$ cat config.mk
export PLATFORM = sky130hd
export DESIGN_NAME = call_stack_ctrl
export DESIGN_NICKNAME = d
export VERILOG_FILES = /design/src/rtl/call_stack_ctrl.sv
export SDC_FILE = /design/constraint.sdc
export NUM_CORES = 1
export LEC_CHECK = 0
export CORE_UTILIZATION = 30
export DETAILED_ROUTE_END_ITERATION = 6
export PLACE_DENSITY_LB_ADDON = 0.08
export SETUP_SLACK_MARGIN = 0.15
export SYNTH_ARGS = -nofsm -noshare
export SYNTH_HDL_FRONTEND = slang
export SYNTH_SLANG_ARGS = --single-unit
$ cat constraint.sdc
create_clock -name clk -period 6.8 [get_ports clk]
set_clock_uncertainty 0.1 [all_clocks]
set_input_delay 1.36 -clock clk [delete_from_list [all_inputs] [get_ports clk]]
set_output_delay 1.36 -clock clk [all_outputs]
set_load 0.05 [all_outputs]
$ cat src/rtl/call_stack_ctrl.sv
`timescale 1ns/1ps
// call_stack_ctrl: return-address stack sequencer sitting in front of the
// sync_lifo call stack. Decode-side requests (CALL/RET/TAIL) become LIFO
// push/pop/replace operations, and popped addresses go back to fetch.
// Optional build macro CALL_STACK_WATERMARK_EN adds the max_depth output.
module call_stack_ctrl #(
  parameter int ADDR_WIDTH = 32,
  parameter int LIFO_DEPTH = 32,
  parameter int CNT_WIDTH  = $clog2(LIFO_DEPTH)
) (
  input  logic                  clk,
  input  logic                  rst,
  input  logic                  req_valid,
  output logic                  req_ready,
  input  logic [1:0]            req_type,
  input  logic [ADDR_WIDTH-1:0] req_pc,
  input  logic                  flush,
  output logic                  resp_valid,
  input  logic                  resp_ready,
  output logic [ADDR_WIDTH-1:0] resp_pc,
  output logic                  resp_err,
  output logic [ADDR_WIDTH-1:0] lifo_wdata,
  input  logic [ADDR_WIDTH-1:0] lifo_rdata,
  output logic                  lifo_wr_req,
  output logic                  lifo_rd_req,
  output logic                  lifo_enable,
  input  logic                  lifo_full,
  input  logic                  lifo_empty,
  output logic [CNT_WIDTH-1:0]  depth,
  output logic                  ovf_flag,
  output logic                  udf_flag,
`ifdef CALL_STACK_WATERMARK_EN
  output logic [CNT_WIDTH-1:0]  max_depth,
`endif
  output logic                  busy
);

  typedef enum logic [2:0] {
    S_IDLE,
    S_PUSH,
    S_POP,
    S_SWAP,
    S_RESP,
    S_FLUSH
  } state_e;

  typedef enum logic [1:0] {
    REQ_NOP  = 2'b00,
    REQ_CALL = 2'b01,
    REQ_RET  = 2'b10,
    REQ_TAIL = 2'b11
  } req_e;

  // Usable LIFO capacity; the occupancy counter saturates here.
  localparam logic [CNT_WIDTH-1:0] DEPTH_MAX = CNT_WIDTH'(LIFO_DEPTH - 1);

  state_e                state_q, state_d;
  logic [ADDR_WIDTH-1:0] wdata_q, wdata_d;
  logic [ADDR_WIDTH-1:0] resp_pc_q, resp_pc_d;
  logic                  resp_err_q, resp_err_d;
  logic [CNT_WIDTH-1:0]  depth_q, depth_d;
  logic                  ovf_q, ovf_d;
  logic                  udf_q, udf_d;
  logic                  flush_pend_q, flush_pend_d;
`ifdef CALL_STACK_WATERMARK_EN
  logic [CNT_WIDTH-1:0]  max_q, max_d;
`endif

  logic [CNT_WIDTH-1:0]  depth_inc;
  logic [CNT_WIDTH-1:0]  depth_dec;

  assign depth_inc = (depth_q != DEPTH_MAX) ? depth_q + 1'b1 : depth_q;
  assign depth_dec = (depth_q != '0)        ? depth_q - 1'b1 : depth_q;

  // Next-state, datapath and LIFO strobe decode.
  always_comb begin
    state_d      = state_q;
    wdata_d      = wdata_q;
    resp_pc_d    = resp_pc_q;
    resp_err_d   = resp_err_q;
    depth_d      = depth_q;
    ovf_d        = ovf_q;
    udf_d        = udf_q;
    flush_pend_d = flush_pend_q;
    lifo_wr_req  = 1'b0;
    lifo_rd_req  = 1'b0;

    // A flush arriving while busy is remembered and serviced from IDLE
    // ahead of any new request.
    if (state_q != S_IDLE && flush) begin
      flush_pend_d = 1'b1;
    end

    case (state_q)
      S_IDLE: begin
        if (flush || flush_pend_q) begin
          state_d      = S_FLUSH;
          flush_pend_d = 1'b0;
        end else if (req_valid) begin
          wdata_d = req_pc;
          case (req_e'(req_type))
            REQ_CALL: state_d = S_PUSH;
            REQ_RET:  state_d = S_POP;
            REQ_TAIL: state_d = S_SWAP;
            default:  state_d = S_IDLE;
          endcase
        end
      end

      S_PUSH: begin
        if (!lifo_full) begin
          lifo_wr_req = 1'b1;
          depth_d     = depth_inc;
        end else begin
          ovf_d = 1'b1;
        end
        state_d = S_IDLE;
      end

      S_POP, S_SWAP: begin
        if (!lifo_empty) begin
          resp_pc_d   = lifo_rdata;
          resp_err_d  = 1'b0;
          lifo_rd_req = 1'b1;
          // Simultaneous read+write makes the LIFO replace its top entry,
          // so a tail call leaves the occupancy unchanged.
          if (state_q == S_SWAP) begin
            lifo_wr_req = 1'b1;
          end else begin
            depth_d = depth_dec;
          end
        end else begin
          resp_pc_d  = '0;
          resp_err_d = 1'b1;
          udf_d      = 1'b1;
        end
        state_d = S_RESP;
      end

      S_RESP: begin
        if (resp_ready) begin
          state_d = S_IDLE;
        end
      end

      S_FLUSH: begin
        if (!lifo_empty) begin
          lifo_rd_req = 1'b1;
          depth_d     = depth_dec;
        end else begin
          depth_d = '0;
          state_d = S_IDLE;
        end
      end

      default: state_d = S_IDLE;
    endcase
  end

`ifdef CALL_STACK_WATERMARK_EN
  // High-water mark follows depth in the same cycle it grows.
  always_comb begin
    max_d = max_q;
    if (depth_d > max_q) begin
      max_d = depth_d;
    end
  end
`endif

  // State and datapath registers.
  always_ff @(posedge clk or posedge rst) begin
    if (rst) begin
      state_q      <= S_IDLE;
      wdata_q      <= '0;
      resp_pc_q    <= '0;
      resp_err_q   <= 1'b0;
      depth_q      <= '0;
      ovf_q        <= 1'b0;
      udf_q        <= 1'b0;
      flush_pend_q <= 1'b0;
    end else begin
      state_q      <= state_d;
      wdata_q      <= wdata_d;
      resp_pc_q    <= resp_pc_d;
      resp_err_q   <= resp_err_d;
      depth_q      <= depth_d;
      ovf_q        <= ovf_d;
      udf_q        <= udf_d;
      flush_pend_q <= flush_pend_d;
    end
  end

`ifdef CALL_STACK_WATERMARK_EN
  // Watermark register.
  always_ff @(posedge clk or posedge rst) begin
    if (rst) begin
      max_q <= '0;
    end else begin
      max_q <= max_d;
    end
  end

  assign max_depth = max_q;
`endif

  assign req_ready   = (state_q == S_IDLE) && !flush && !flush_pend_q;
  assign resp_valid  = (state_q == S_RESP);
  assign resp_pc     = resp_pc_q;
  assign resp_err    = resp_err_q;
  assign lifo_wdata  = wdata_q;
  assign lifo_enable = 1'b1;
  assign depth       = depth_q;
  assign ovf_flag    = ovf_q;
  assign udf_flag    = udf_q;
  assign busy        = (state_q != S_IDLE);

endmodule

==> key figures <==
Synth
  – Cell Area, Synth: 0.00332 mm^2
  – Synth Warn #: 0
  – Library cell with the highest instance count after synthesis: sky130_fd_sc_hd__dfrtp_1
  – Share of synthesized area spent on multiplexers: 15.1%
  – Predominant post-synthesis flop cell: sky130_fd_sc_hd__dfrtp_1
  – Top post-synthesis cells by area: sky130_fd_sc_hd__dfrtp_1 (57%), sky130_fd_sc_hd__mux2_4 (13%), sky130_fd_sc_hd__nand2_1 (7.7%)
  – Synthesized net count: 364
  – Adder and majority cell fraction of the synthesized area: 1.13%
  – Mean Syn Cell Area: 11.5 um^2
  – Share of the synthesized area in the top cell type: 57.3%
  – Area fraction in compound gates after synthesis: 10.2%
  – Top cells by count, synth: sky130_fd_sc_hd__dfrtp_1 (76), sky130_fd_sc_hd__nand2_1 (68), sky130_fd_sc_hd__o21ai_0 (38)
  – Synth Area in Simple Gates: 12.3%
  – Number of enable-type register cells in the synthesized netlist: 0
  – Number of storage elements in the synthesis netlist: 76
  – Async set-reset flop share out of synthesis: 100%
  – Dominant combinational cell family by area after synthesis: multiplexers
  – Parity-gate share of the synthesized area counting xor and xnor cells: 0%
  – Number of library cell types mapped by synthesis: 34
  – Library cell occupying the most area in the post-synthesis netlist: sky130_fd_sc_hd__dfrtp_1
  – Post-synthesis sequential area ratio: 57.3%
  – Number of standard cells after synthesis: 288

Critical path
  – Crit end category: output pin
  – Ordered cell list for the critical path: clkdlybuf4s50_1, mux2i_1, and3_1, clkdlybuf4s50_1
  – CP max stage delay: 0.80 ns
  – Arrival time at the worst endpoint: 3.00 ns
  – Category of cells accounting for the largest share of critical-path delay: buffers and inverters
  – Buf/Inv on CP: 2
  – Required arrival time at the worst endpoint: 5.34 ns
  – CP max-delay cell: sky130_fd_sc_hd__clkdlybuf4s50_1
  – Cell repeated most along the worst path: sky130_fd_sc_hd__clkdlybuf4s50_1
  – Maximum fanout along the worst path: 6
  – Type of the worst setup path: in2out
  – Kind of start point of the critical path: input port

STA
  – Unrepaired setup endpoints after global routing: false
  – Hold Slack: 0.378 ns
  – Final setup vio count: 0
  – Setup_tns: 0 ns
  – Final critical delay including setup and external delays: 4.46 ns
  – Count of endpoints failing hold in the final timing report: 0
  – Highest achievable clock rate: 224 MHz
  – Final-report max-slew violation count: 0
  – Final period util: 65.5%
  – Slew Limit Headroom: 33.4%
  – Fin worst setup slack: 2.34 ns
  – Tightest Pin Transition: 0.996 ns

Placement
  – Placed standard-cell area: 0.00489 mm^2
  – Place WS: 2.34 ns
  – Routability Congestion: 0.738
  – Cell Count Post-Placement: 561
  – Number of port buffers: 149
  – Hpwl dp: 5490 um

Die
  – Effective utilization at floorplan: 30.7%
  – Std-Cell Rows: 38
  – Core area: 0.0108 mm^2
  – Horizontal die dimension: 107 um
  – Die footprint: 0.0115 mm^2
  – Number of top-level pins: 151
  – Vertical extent of the die: 107 um

Clock network
  – Post-CTS Hold Fix Bufs: 0
  – Worst-skew pair later-pin latency: 0.33 ns
  – TritonCTS buffer count: 9
  – Clock-pin slew on the worst setup and hold paths: 0.08 ns
  – H-tree depth reported by CTS: 3
  – CTS Root Buffer Type: sky130_fd_sc_hd__clkbuf_8
  – Clock tree from TritonCTS: done
  – Number of buffers inserted by post-CTS setup repair: 0
  – Clk sink count: 76
  – Number of buffers on the longest clock path: 2
  – Post-cts gate resize count: 0

Final layout
  – Number of inserted filler cells in the final layout: 1035
  – Layout area overhead: 53.7%
  – Area of the multi-input gates: 0.00129 mm^2
  – Total Nets Final: 508
  – Total inserted antenna cells: 0
  – Count of placed standard cells in the final layout, fillers left out: 577
  – Fraction of final layout cells sized beyond drive strength 1: 12.8%
  – Final standard cell area without fillers: 0.00510 mm^2
  – Register area: 0.00190 mm^2

Global route
  – Wire length of the first global-routing pass: 13000 um
  – Maximum number of pins on one net before global-route repair: 77
  – GRT Resource Usage Total: 14.6%
  – Number of global-route vias before repair: 2487
  – Leftover overflow at the end of global routing: 0
  – Antenna violations before repair: 0

Run status
  – Result of the run: finished, final reports clean

Min path
  – HP Class: reg2reg

Drt
  – Count of antenna-violating nets left after detailed routing: 0
  – Via count: 2564
  – DR iter-0 viols: 113
  – Detailed-route wire length: 8050 um
  – DRC viols: 0
  – Post-DR vias/cell: 4.44
  – Drt first pass iters: 6
  – Wire length per cell: 13.9 um

Power
  – Lkg Pwr: 0.00232 uW
  – Max IR drop VDD: 0.248 mV
  – Pwr/cell area: 558 mW/mm^2

Flow run
  – Number of violations of the max-capacitance limit: 0
[layer usage]
layer,part of all wire (%),GRT usage [%]
met5,0,0
met4,0.46,3.52
met3,9.0,6.38
met2,42,20.5
met1,49,20.6
[cell usage in the layout, fill, tap and decap left out, drive strengths merged, types with 2 or more instances in the layout]
| cell | instances |
|---|---|
| clkdlybuf4s50 | 149 |
| dfrtp | 76 |
| nand2 | 69 |
| o21ai | 38 |
| mux2 | 33 |
| clkbuf | 11 |
| nor2 | 8 |
| inv | 5 |
| nor2b | 5 |
| a22o | 4 |
| nor3 | 4 |
| a21oi | 3 |
| and3 | 3 |
| ha | 3 |
| clkinvlp | 3 |
| clkinv | 3 |
| a21o | 2 |
| mux2i | 2 |
| o221ai | 2 |
| o2bb2ai | 2 |
[power by group]
group / switching (uW) / total [uW] / internal, uW
combinational: 1060 / 1690 / 631
clock: 168 / 348 / 180
sequential: 136 / 804 / 668
[sequential cells by signal, indices dropped and copies added, names as in the netlist]
name and cells:
resp_pc 32, udf_flag 1, depth 5, lifo_wdata 32
flush_pend_q 1, state_q 3, resp_err 1, ovf_flag 1
[through the flow]
stage	util, %	total power, uW
6_report	47.2	2840
3_3_place_gp	45.4	2500
3_5_place_dp	45.4	2510
2_1_floorplan	-	1950
5_1_grt	47.2	3000
4_1_cts	47.2	2880
[logic make-up (layout without fill, tap and decap cells)]
group	Yosys count	count (layout)
buffers and inverters	24	173
multiplexers	35	35
flip-flops	76	76
adder cells (fa/ha/maj)	3	3
AND/OR/NAND/NOR	92	92
AO/OA/AOI/OAI	57	57
other	1	1
[area by class of cell]
| cell class | count | share of cell area (%) |
|---|---|---|
| Clock buffer | 11 | 2.77 |
| Multi-Input combinational cell | 188 | 25.3 |
| Tap cell | 140 | 3.44 |
| Inverter | 7 | 0.540 |
| Clock inverter | 5 | 1.20 |
| Timing Repair Buffer | 150 | 29.4 |
| Sequential cell | 76 | 37.3 |
[worst reg2reg max path, cell delays in order (launching register included)]
cell and delay, ns:
sky130_fd_sc_hd__dfrtp_1 0.42, sky130_fd_sc_hd__inv_1 0.10, sky130_fd_sc_hd__ha_1 0.21, sky130_fd_sc_hd__or4b_2 0.63, sky130_fd_sc_hd__o21ai_0 0.21, sky130_fd_sc_hd__o221ai_1 0.19
sky130_fd_sc_hd__a22o_1 0.25
[worst paths after layout]
path / startpoint / endpoint / slack (ns) / cells after the start
worst max-delay path: lifo_empty / lifo_wr_req / 2.34 / 4
worst min-delay path: udf_flag / udf_flag / 0.38 / 1
worst max register to register: depth[0] / depth[3] / 4.56 / 6
worst min register to register: udf_flag / udf_flag / 0.38 / 1
max in group asynchronous: rst / resp_pc[21] / 4.41 / 3
min in group asynchronous: rst / lifo_wdata[19] / 1.55 / 3
(Power assumes the default switching activity.)
